**src/rtl/pipeline_hazard_ctrl.sv**
```systemverilog
// pipeline_hazard_ctrl
//   Stall/flush sequencer for the 5-stage RV32 pipeline. It handles the
//   hazards that forwarding cannot resolve:
//     - load-use RAW between the load in EX and its consumer in ID
//     - multi-cycle mul/div occupancy of EX, including its start handshake
//     - data-memory wait states
//     - taken-branch redirects
//   It also keeps a stall-cycle performance counter and a mul/div watchdog.
//
// Ports
//   clk, rst_n            clock; asynchronous active-low reset
//   id_rs1/id_rs2         source registers of the ID instruction
//   id_use_rs1/id_use_rs2 the ID instruction actually reads rs1/rs2
//   ex_rd, ex_mem_read    destination register of the EX instruction; EX holds a load
//   ex_is_muldiv          EX holds a multi-cycle mul/div
//   ex_branch_taken       EX resolved a taken branch or jump
//   mem_stall             data memory is not ready
//   md_done               mul/div result valid (single-cycle pulse)
//   *_stall / *_flush     pipeline register controls (combinational)
//   md_start              start pulse to the mul/div unit (combinational)
//   md_timeout            sticky flag: the watchdog fired
//   stall_cycles          number of cycles with pc_stall=1 (wraps)
module pipeline_hazard_ctrl #(
    parameter int MD_TIMEOUT = 64,
    parameter int CNT_W      = 32
) (
    input  logic             clk,
    input  logic             rst_n,
    input  logic [4:0]       id_rs1,
    input  logic [4:0]       id_rs2,
    input  logic             id_use_rs1,
    input  logic             id_use_rs2,
    input  logic [4:0]       ex_rd,
    input  logic             ex_mem_read,
    input  logic             ex_is_muldiv,
    input  logic             ex_branch_taken,
    input  logic             mem_stall,
    input  logic             md_done,
    output logic             pc_stall,
    output logic             if_id_stall,
    output logic             if_id_flush,
    output logic             id_ex_stall,
    output logic             id_ex_flush,
    output logic             ex_mem_stall,
    output logic             ex_mem_flush,
    output logic             mem_wb_stall,
    output logic             md_start,
    output logic             md_timeout,
    output logic [CNT_W-1:0] stall_cycles
);

    localparam int          WD_W    = (MD_TIMEOUT > 2) ? $clog2(MD_TIMEOUT) : 1;
    localparam logic [WD_W-1:0] WD_LAST = WD_W'(MD_TIMEOUT - 1);

    typedef enum logic {
        RUN,
        MD_WAIT
    } state_t;

    state_t             state_q, state_d;
    logic [WD_W-1:0]    wd_q, wd_d;
    logic               timeout_q, timeout_d;
    logic [CNT_W-1:0]   stall_cycles_q, stall_cycles_d;
    logic               lu;

    // x0 never carries a real dependency, so a load to x0 cannot cause a stall.
    assign lu = ex_mem_read && (ex_rd != 5'd0) &&
                ((id_use_rs1 && (id_rs1 == ex_rd)) ||
                 (id_use_rs2 && (id_rs2 == ex_rd)));

    always_comb begin
        pc_stall       = 1'b0;
        if_id_stall    = 1'b0;
        if_id_flush    = 1'b0;
        id_ex_stall    = 1'b0;
        id_ex_flush    = 1'b0;
        ex_mem_stall   = 1'b0;
        ex_mem_flush   = 1'b0;
        mem_wb_stall   = 1'b0;
        md_start       = 1'b0;
        state_d        = state_q;
        wd_d           = wd_q;
        timeout_d      = timeout_q;

        if (mem_stall) begin
            // A memory wait freezes the whole pipe and the sequencer.
            pc_stall     = 1'b1;
            if_id_stall  = 1'b1;
            id_ex_stall  = 1'b1;
            ex_mem_stall = 1'b1;
            mem_wb_stall = 1'b1;
        end else if (state_q == RUN) begin
            if (ex_is_muldiv) begin
                md_start     = 1'b1;
                pc_stall     = 1'b1;
                if_id_stall  = 1'b1;
                id_ex_stall  = 1'b1;
                ex_mem_flush = 1'b1;
                state_d      = MD_WAIT;
                wd_d         = '0;
            end else if (ex_branch_taken) begin
                // ID holds a wrong-path instruction, so load-use is moot.
                if_id_flush = 1'b1;
                id_ex_flush = 1'b1;
            end else if (lu) begin
                pc_stall    = 1'b1;
                if_id_stall = 1'b1;
                id_ex_flush = 1'b1;
            end
        end else begin
            // MD_WAIT: md_done wins over a simultaneous watchdog expiry.
            if (md_done) begin
                state_d = RUN;
            end else if (wd_q == WD_LAST) begin
                timeout_d = 1'b1;
                state_d   = RUN;
            end else begin
                pc_stall     = 1'b1;
                if_id_stall  = 1'b1;
                id_ex_stall  = 1'b1;
                ex_mem_flush = 1'b1;
                wd_d         = wd_q + WD_W'(1);
            end
        end

        stall_cycles_d = stall_cycles_q + CNT_W'(pc_stall);
    end

    always_ff @(posedge clk or negedge rst_n) begin
        if (!rst_n) begin
            state_q        <= RUN;
            wd_q           <= '0;
            timeout_q      <= 1'b0;
            stall_cycles_q <= '0;
        end else begin
            state_q        <= state_d;
            wd_q           <= wd_d;
            timeout_q      <= timeout_d;
            stall_cycles_q <= stall_cycles_d;
        end
    end

    assign md_timeout   = timeout_q;
    assign stall_cycles = stall_cycles_q;

endmodule

```
**config.mk**
```make
export PLATFORM = sky130hd
export DESIGN_NAME = pipeline_hazard_ctrl
export DESIGN_NICKNAME = d
export VERILOG_FILES = /design/src/rtl/pipeline_hazard_ctrl.sv
export SDC_FILE = /design/constraint.sdc
export NUM_CORES = 1
export LEC_CHECK = 0
export ABC_CLOCK_PERIOD_IN_PS = 2450
export CAP_MARGIN = 20
export CELL_PAD_IN_SITES_DETAIL_PLACEMENT = 1
export CELL_PAD_IN_SITES_GLOBAL_PLACEMENT = 1
export CORE_UTILIZATION = 32
export CTS_CLUSTER_SIZE = 28
export DETAILED_ROUTE_END_ITERATION = 7
export PLACE_DENSITY = 0.85
export SLEW_MARGIN = 20
export SYNTH_ARGS = -nofsm -noshare
export SYNTH_HDL_FRONTEND = slang
export SYNTH_SLANG_ARGS = --single-unit
export TNS_END_PERCENT = 100
```
**constraint.sdc**
```tcl
create_clock -name clk -period 2.45 [get_ports clk]
set_input_delay 0.49 -clock clk [delete_from_list [all_inputs] [get_ports clk]]
set_output_delay 0.49 -clock clk [all_outputs]
set_load 0.02 [all_outputs]
```
# == Yosys cells after proc, flatten, opt, wreduce, memory -nomap -nowiden ==
# Cells that the tools add are included.
# totals
out_inout_bits,42
input_bits,24
ff_bits,40
wordCells,48
# op_classes
reduce_logical,9
bitwise_logic,2
muxes,26
addsub,2
n_eq_ne,5
# ops
op,n
$add A32 B1 Y32,1
$mux W6,4
$mux W1,22
$eq A5 B5 Y1,2
$reduce_and A4 Y1,2
$add A6 B1 Y6 const B,1
$eq A6 B6 Y1 const B,1
$reduce_bool A5 Y1,1
$logic_and A1 B1 Y1,4
$ne A2 B2 Y1 const B,2
$not A1 Y1,2
$reduce_bool A2 Y1,1
$logic_or A1 B1 Y1,1

# == Logic depth before layout (Yosys ltp) ==
# logic_depth
ltp_word,10
depth_mapped,11
ltp_nobuf,11

# == Least setup slack after synthesis ==
# No wires, ideal clock.
# synth_timing
path_kind,register to register
startpoint,register wd_q[0]
endpoint,"register stall_cycles_q[12], in the netlist stall_cycles[12]"
setup_slack_ns,-0.528
path_stages_with_launch,12
path_buffers,0
required_time_ns,2.320
arrival_ns,2.848
path_cell_list,dfrtp_1 > ha_1 > nand3_1 > nor2_1 > o211ai_1 > o21bai_1 > ha_1 > ha_1 > inv_1 > nor3_2 > nand3_1 > xnor2_1
# synth_between
elab_chain_cells,6
# synth_rtl
item,line_no,source
start: declaration,61,"logic [WD_W-1:0] wd_q, wd_d;"
start signal: assignment,137,wd_q <= wd_d;
$eq A6 B6 Y1,114,end else if (wd_q == WD_LAST) begin
$mux W1 (4 in a row),-,
via if_id_stall,40,"output logic if_id_stall,"
$add A32 B1 Y32,126,stall_cycles_d = stall_cycles_q + CNT_W'(pc_stall);
via stall_cycles_d[12],63,"logic [CNT_W-1:0] stall_cycles_q, stall_cycles_d;"
end signal: assignment,139,stall_cycles_q <= stall_cycles_d;
end: declaration,63,
# The timed path passes the listed nets, and every way through them passes these cells.
# A chain may end at the register's enable or synchronous reset.

# == Worst setup path after layout ==
# layout_timing
startpoint,input port ex_rd[3]
endpoint,output port if_id_stall
# layout_between
elab_chain_cells,9
# layout_rtl
item,line_no,source
start: declaration,33,"input logic [4:0] ex_rd,"
$eq A5 B5 Y1 (on tied branches),"68, 69",
$logic_and A1 B1 Y1 (on tied branches),"68, 69",
$logic_or A1 B1 Y1,68,((id_use_rs1 && (id_rs1 == ex_rd)) ||
$logic_and A1 B1 Y1 *,67,assign lu = ex_mem_read && (ex_rd != 5'd0) &&
$mux W1 *,105,end else if (lu) begin
$mux W1 *,101,end else if (ex_branch_taken) begin
$mux W1 *,93,if (ex_is_muldiv) begin
$mux W1 *,92,end else if (state_q == RUN) begin
$mux W1 *,85,if (mem_stall) begin
end: declaration,40,
# Every way passes the cells marked *; elsewhere a longest branch is shown, timed or not.

==> run_results.csv <==
group,metric,value,unit
synthesis,synth_cells,199,
route,ant_nets,0,
route,vias_per_cell,5.00,
cells_and_area,antenna_cells,0,
cells_and_area,final-seq-area,1000,µm²
sta,period_share,98.0,%
synthesis,synth.area.top_cells,"dfrtp_1 (46%), xor2_1 (8.8%), xnor2_1 (7.2%), nor4_2 (4.0%), nand3_1 (3.0%)",
power_and_ir_drop,p_leak,1.60,nW
synthesis,synth_top_area_cell,"dfrtp_1",
floorplan,fp.dieW,84.7,µm
power_and_ir_drop,seq_power_share,40.7,%
grt,grt_overflow_total,0,
floorplan,die_y,84.7,µm
synthesis,ys_warn_count,0,
sta,post-route-min-period,2.40,ns
route,vias,1881,
critical_path,critPathArrivalTime,1.91,ns
route,drt_iter0_drc,82,
route,dr.pass1.iters,6,
route,drcViolationCount,0,
clock_tree,cts_inserted_buffers,5,
critical_path,critPathLaunch,"ex_rd[3]",
sta,fmax,417,MHz
sta,clock_skew,0.00550,ns
grt,grt_first_pass_wirelength,10600,µm
clock_tree,path_clk_slew,0.08,ns
critical_path,reg2reg_from,"wd_q[0]$_DFFE_PN0P_",
synthesis,synth.avg_cell_area,11.0,µm²
critical_path,start_kind,"primary input",
grt,grt_pass1_vias,2094,
synthesis,synthAdderAreaFrac,1.71,%
synthesis,synth_top_family_by_area,"simple AND/OR/NAND/NOR gates",
grt,grt_max_degree,19,
sta,final_max_slew_viol_count,0,
route,drt-wirelength-per-cell,17.3,µm
synthesis,synth.cell_area,2190,µm²
synthesis,synth_seq_cells,40,
clock_tree,cts_tree,"yes",
synthesis,synth_top_area_share,45.7,%
sta,hold_violations,0,
synthesis,synthXorXnorAreaFrac,16.0,%
sta,worst_pin_slew,0.438,ns
critical_path,worstPathRequired,1.96,ns
cells_and_area,final_nets,325,
cells_and_area,area_growth,58.2,%
floorplan,ios,66,
power_and_ir_drop,swShare,32.9,%
floorplan,rows,29,
route,wl,6520,µm
cells_and_area,final_util,53.4,%
power_and_ir_drop,peakVddDrop,0.000513,V
power_and_ir_drop,power.share.combinational,31.4,%
cells_and_area,multi_input_area,1330,µm²
sta,relSlewSlack,70.7,%
placed_design,dp.cells,358,
critical_path,path_class,"in2out",
cells_and_area,layout-drive-gt1-share,29.1,%
synthesis,synthSimpleGateAreaFrac,28.0,%
clock_tree,clk_latency,0.30,ns
sta,fin_ws,0.0493,ns
power_and_ir_drop,p_clk_share,27.9,%
placed_design,numPortBuffers,65,
placed_design,dp_hpwl,4570,µm
cells_and_area,instances_no_fill,376,
synthesis,synth.area.mux_share,1.43,%
synthesis,synthesis.nets,226,
synthesis,seq_area_frac_synth,45.7,%
hold_path,hold_path_class,"in2async",
flow_run,drv_cap,0,
clock_tree,cts-root-buf,"clkbuf_8",
clock_tree,cts.path.max_buffers,2,
clock_tree,numClockSinks,40,
grt,grt_use_total,19.1,%
power_and_ir_drop,powerDensity,630,nW/µm²
synthesis,synthDistinctLibCells,38,
synthesis,synth_compound_area_share,4.63,%
placed_design,place_ws,-0.577,ns
floorplan,start_util,33.7,%
clock_tree,cts_max_level,2,
cells_and_area,nFillCells,701,
grt,antenna_found_initial,0,
sta,setup_violations,0,
critical_path,worstSetupEndpointType,"primary output",
floorplan,core-area,6490,µm²
placed_design,place_congestion,0.801,
floorplan,die-area,7180,µm²
clock_tree,cts_hold_buf,0,
power_and_ir_drop,p_int,1.47,mW
critical_path,crit_path_max_fanout,3,
run_status,status,"finished clean",
power_and_ir_drop,p_switching,0.719,mW
==> cells in the mapped netlist <==
cell type / number
o211ai_1: 1
and4_1: 5
nor4b_2: 1
xnor2_1: 18
xor2_1: 22
and4_4: 1
nor4_4: 1
mux2_1: 1
nand4_1: 6
nor4_1: 3
mux2i_1: 2
a32oi_1: 1
nand2_2: 1
nand3_1: 13
nand4_2: 1
a21boi_0: 1
a21o_1: 2
nand2_1: 15
o21ai_0: 2
nor3_2: 5
inv_1: 9
nor3b_4: 1
or3_1: 2
ha_1: 3
and2_1: 3
or4_1: 2
nand2b_4: 1
o31ai_1: 3
a21oi_1: 3
nor4_2: 7
and2_0: 1
dfrtp_1: 40
nand3_4: 2
nor2_1: 10
o21bai_1: 2
nor3_1: 1
buf_4: 3
nand2b_1: 4
==> critical path, cell delays in order <==
cell and delay, ns:
clkbuf_2 0.13, or4_4 0.56, o21ai_4 0.17, or3_4 0.15, o21bai_4 0.07, buf_6 0.13, buf_6 0.10, buf_6 0.12
==> state kept, by name (all words and copies together), names as in the netlist <==
name and cells:
md_timeout 1, state_q 1, wd_q 6, stall_cycles 32
==> routing by layer <==
| layer | track usage [%] | part of all wire, % | vias up |
|---|---|---|---|
| met5 | 0 | 0 | - |
| met4 | 5.24 | 1.5 | 0 |
| met3 | 3.83 | 2.7 | 8 |
| met2 | 33.6 | 54 | 31 |
| met1 | 23.9 | 42 | 941 |
| li1 | - | - | 901 |
==> power by group through the flow <==
stage / Combinational (mW) / Clock [mW] / Sequential [mW]
after floorplan: 0.248 / 0 / 0.944
after global placement: 0.608 / 0 / 0.890
after detailed placement: 0.629 / 0 / 0.899
after CTS: 0.642 / 0.612 / 0.892
after global routing: 0.745 / 0.646 / 0.906
final: 0.686 / 0.610 / 0.889
==> metrics by stage <==
stage / setup TNS, ns / hold WS (ns) / area [µm²] / power (mW)
after global placement: -12.09 / 0.443 / 3120 / 1.50
after detailed placement: -14.98 / 0.444 / 3120 / 1.53
after global routing: -0.0650 / 0.134 / 3470 / 2.30
after floorplan: -0.0941 / 0.194 / 2240 / 1.19
after CTS: 0 / 0.132 / 3350 / 2.15
final: 0 / 0.108 / 3470 / 2.19
==> repair_timing <==
action                     4_1_cts  5_1_grt
buffers inserted                 3        7
pin swaps                       15       12
setup endpoints to repair       33       20
resized for setup               44       29
==> final timing paths <==
| check | slack, ns | to | cells past startpoint |
|---|---|---|---|
| hold / removal | 0.11 | stall_cycles[20]$_DFF_PN0_ | 1 |
| setup reg to reg | 0.15 | stall_cycles[29]$_DFF_PN0_ | 11 |
| hold reg to reg | 0.47 | md_timeout$_DFFE_PN0P_ | 1 |
| setup / recovery | 0.05 | if_id_stall | 8 |
| max in group asynchronous | 1.80 | stall_cycles[3]$_DFF_PN0_ | 2 |
| min in group clk | 0.47 | md_timeout$_DFFE_PN0P_ | 1 |
==> cells in the final DEF, fill, tap and decap left out, types with 3 or more instances in the layout <==
master and count:
clkdlybuf4s50_1 42, dfrtp_1 40, buf_4 24, xor2_1 19
xnor2_1 17, nand2_1 15, nand3_1 11, nor2_1 9
inv_1 8, dlygate4sd2_1 8, nor4_4 7, clkbuf_8 7
nand4_1 6, and4_1 5, clkbuf_2 5, buf_6 5
and2_1 4, nand2b_1 4, nor3_2 4, dlymetal6s2s_1 4
xor2_2 3, nor4_2 3, a21oi_1 3, o31ai_1 3
==> final cells by class <==
class / instances / share of cell area, %
Clock buffer: 7 / 2.78
Clock inverter: 1 / 0.866
Inverter: 9 / 0.975
Multi-Input combinational cell: 147 / 38.2
Sequential cell: 40 / 28.9
Tap cell: 77 / 2.78
Timing Repair Buffer: 95 / 25.5
==> cells by family after synthesis <==
family,count (synthesis)
buffers and inverters,12
muxes,3
adders and majority gates,3
xor gates and xnor gates,40
and+or+nand+nor,86
DFF,40
AOI/OAI and AO/OA,15
Note: power is estimated with default switching activity, not from simulation.
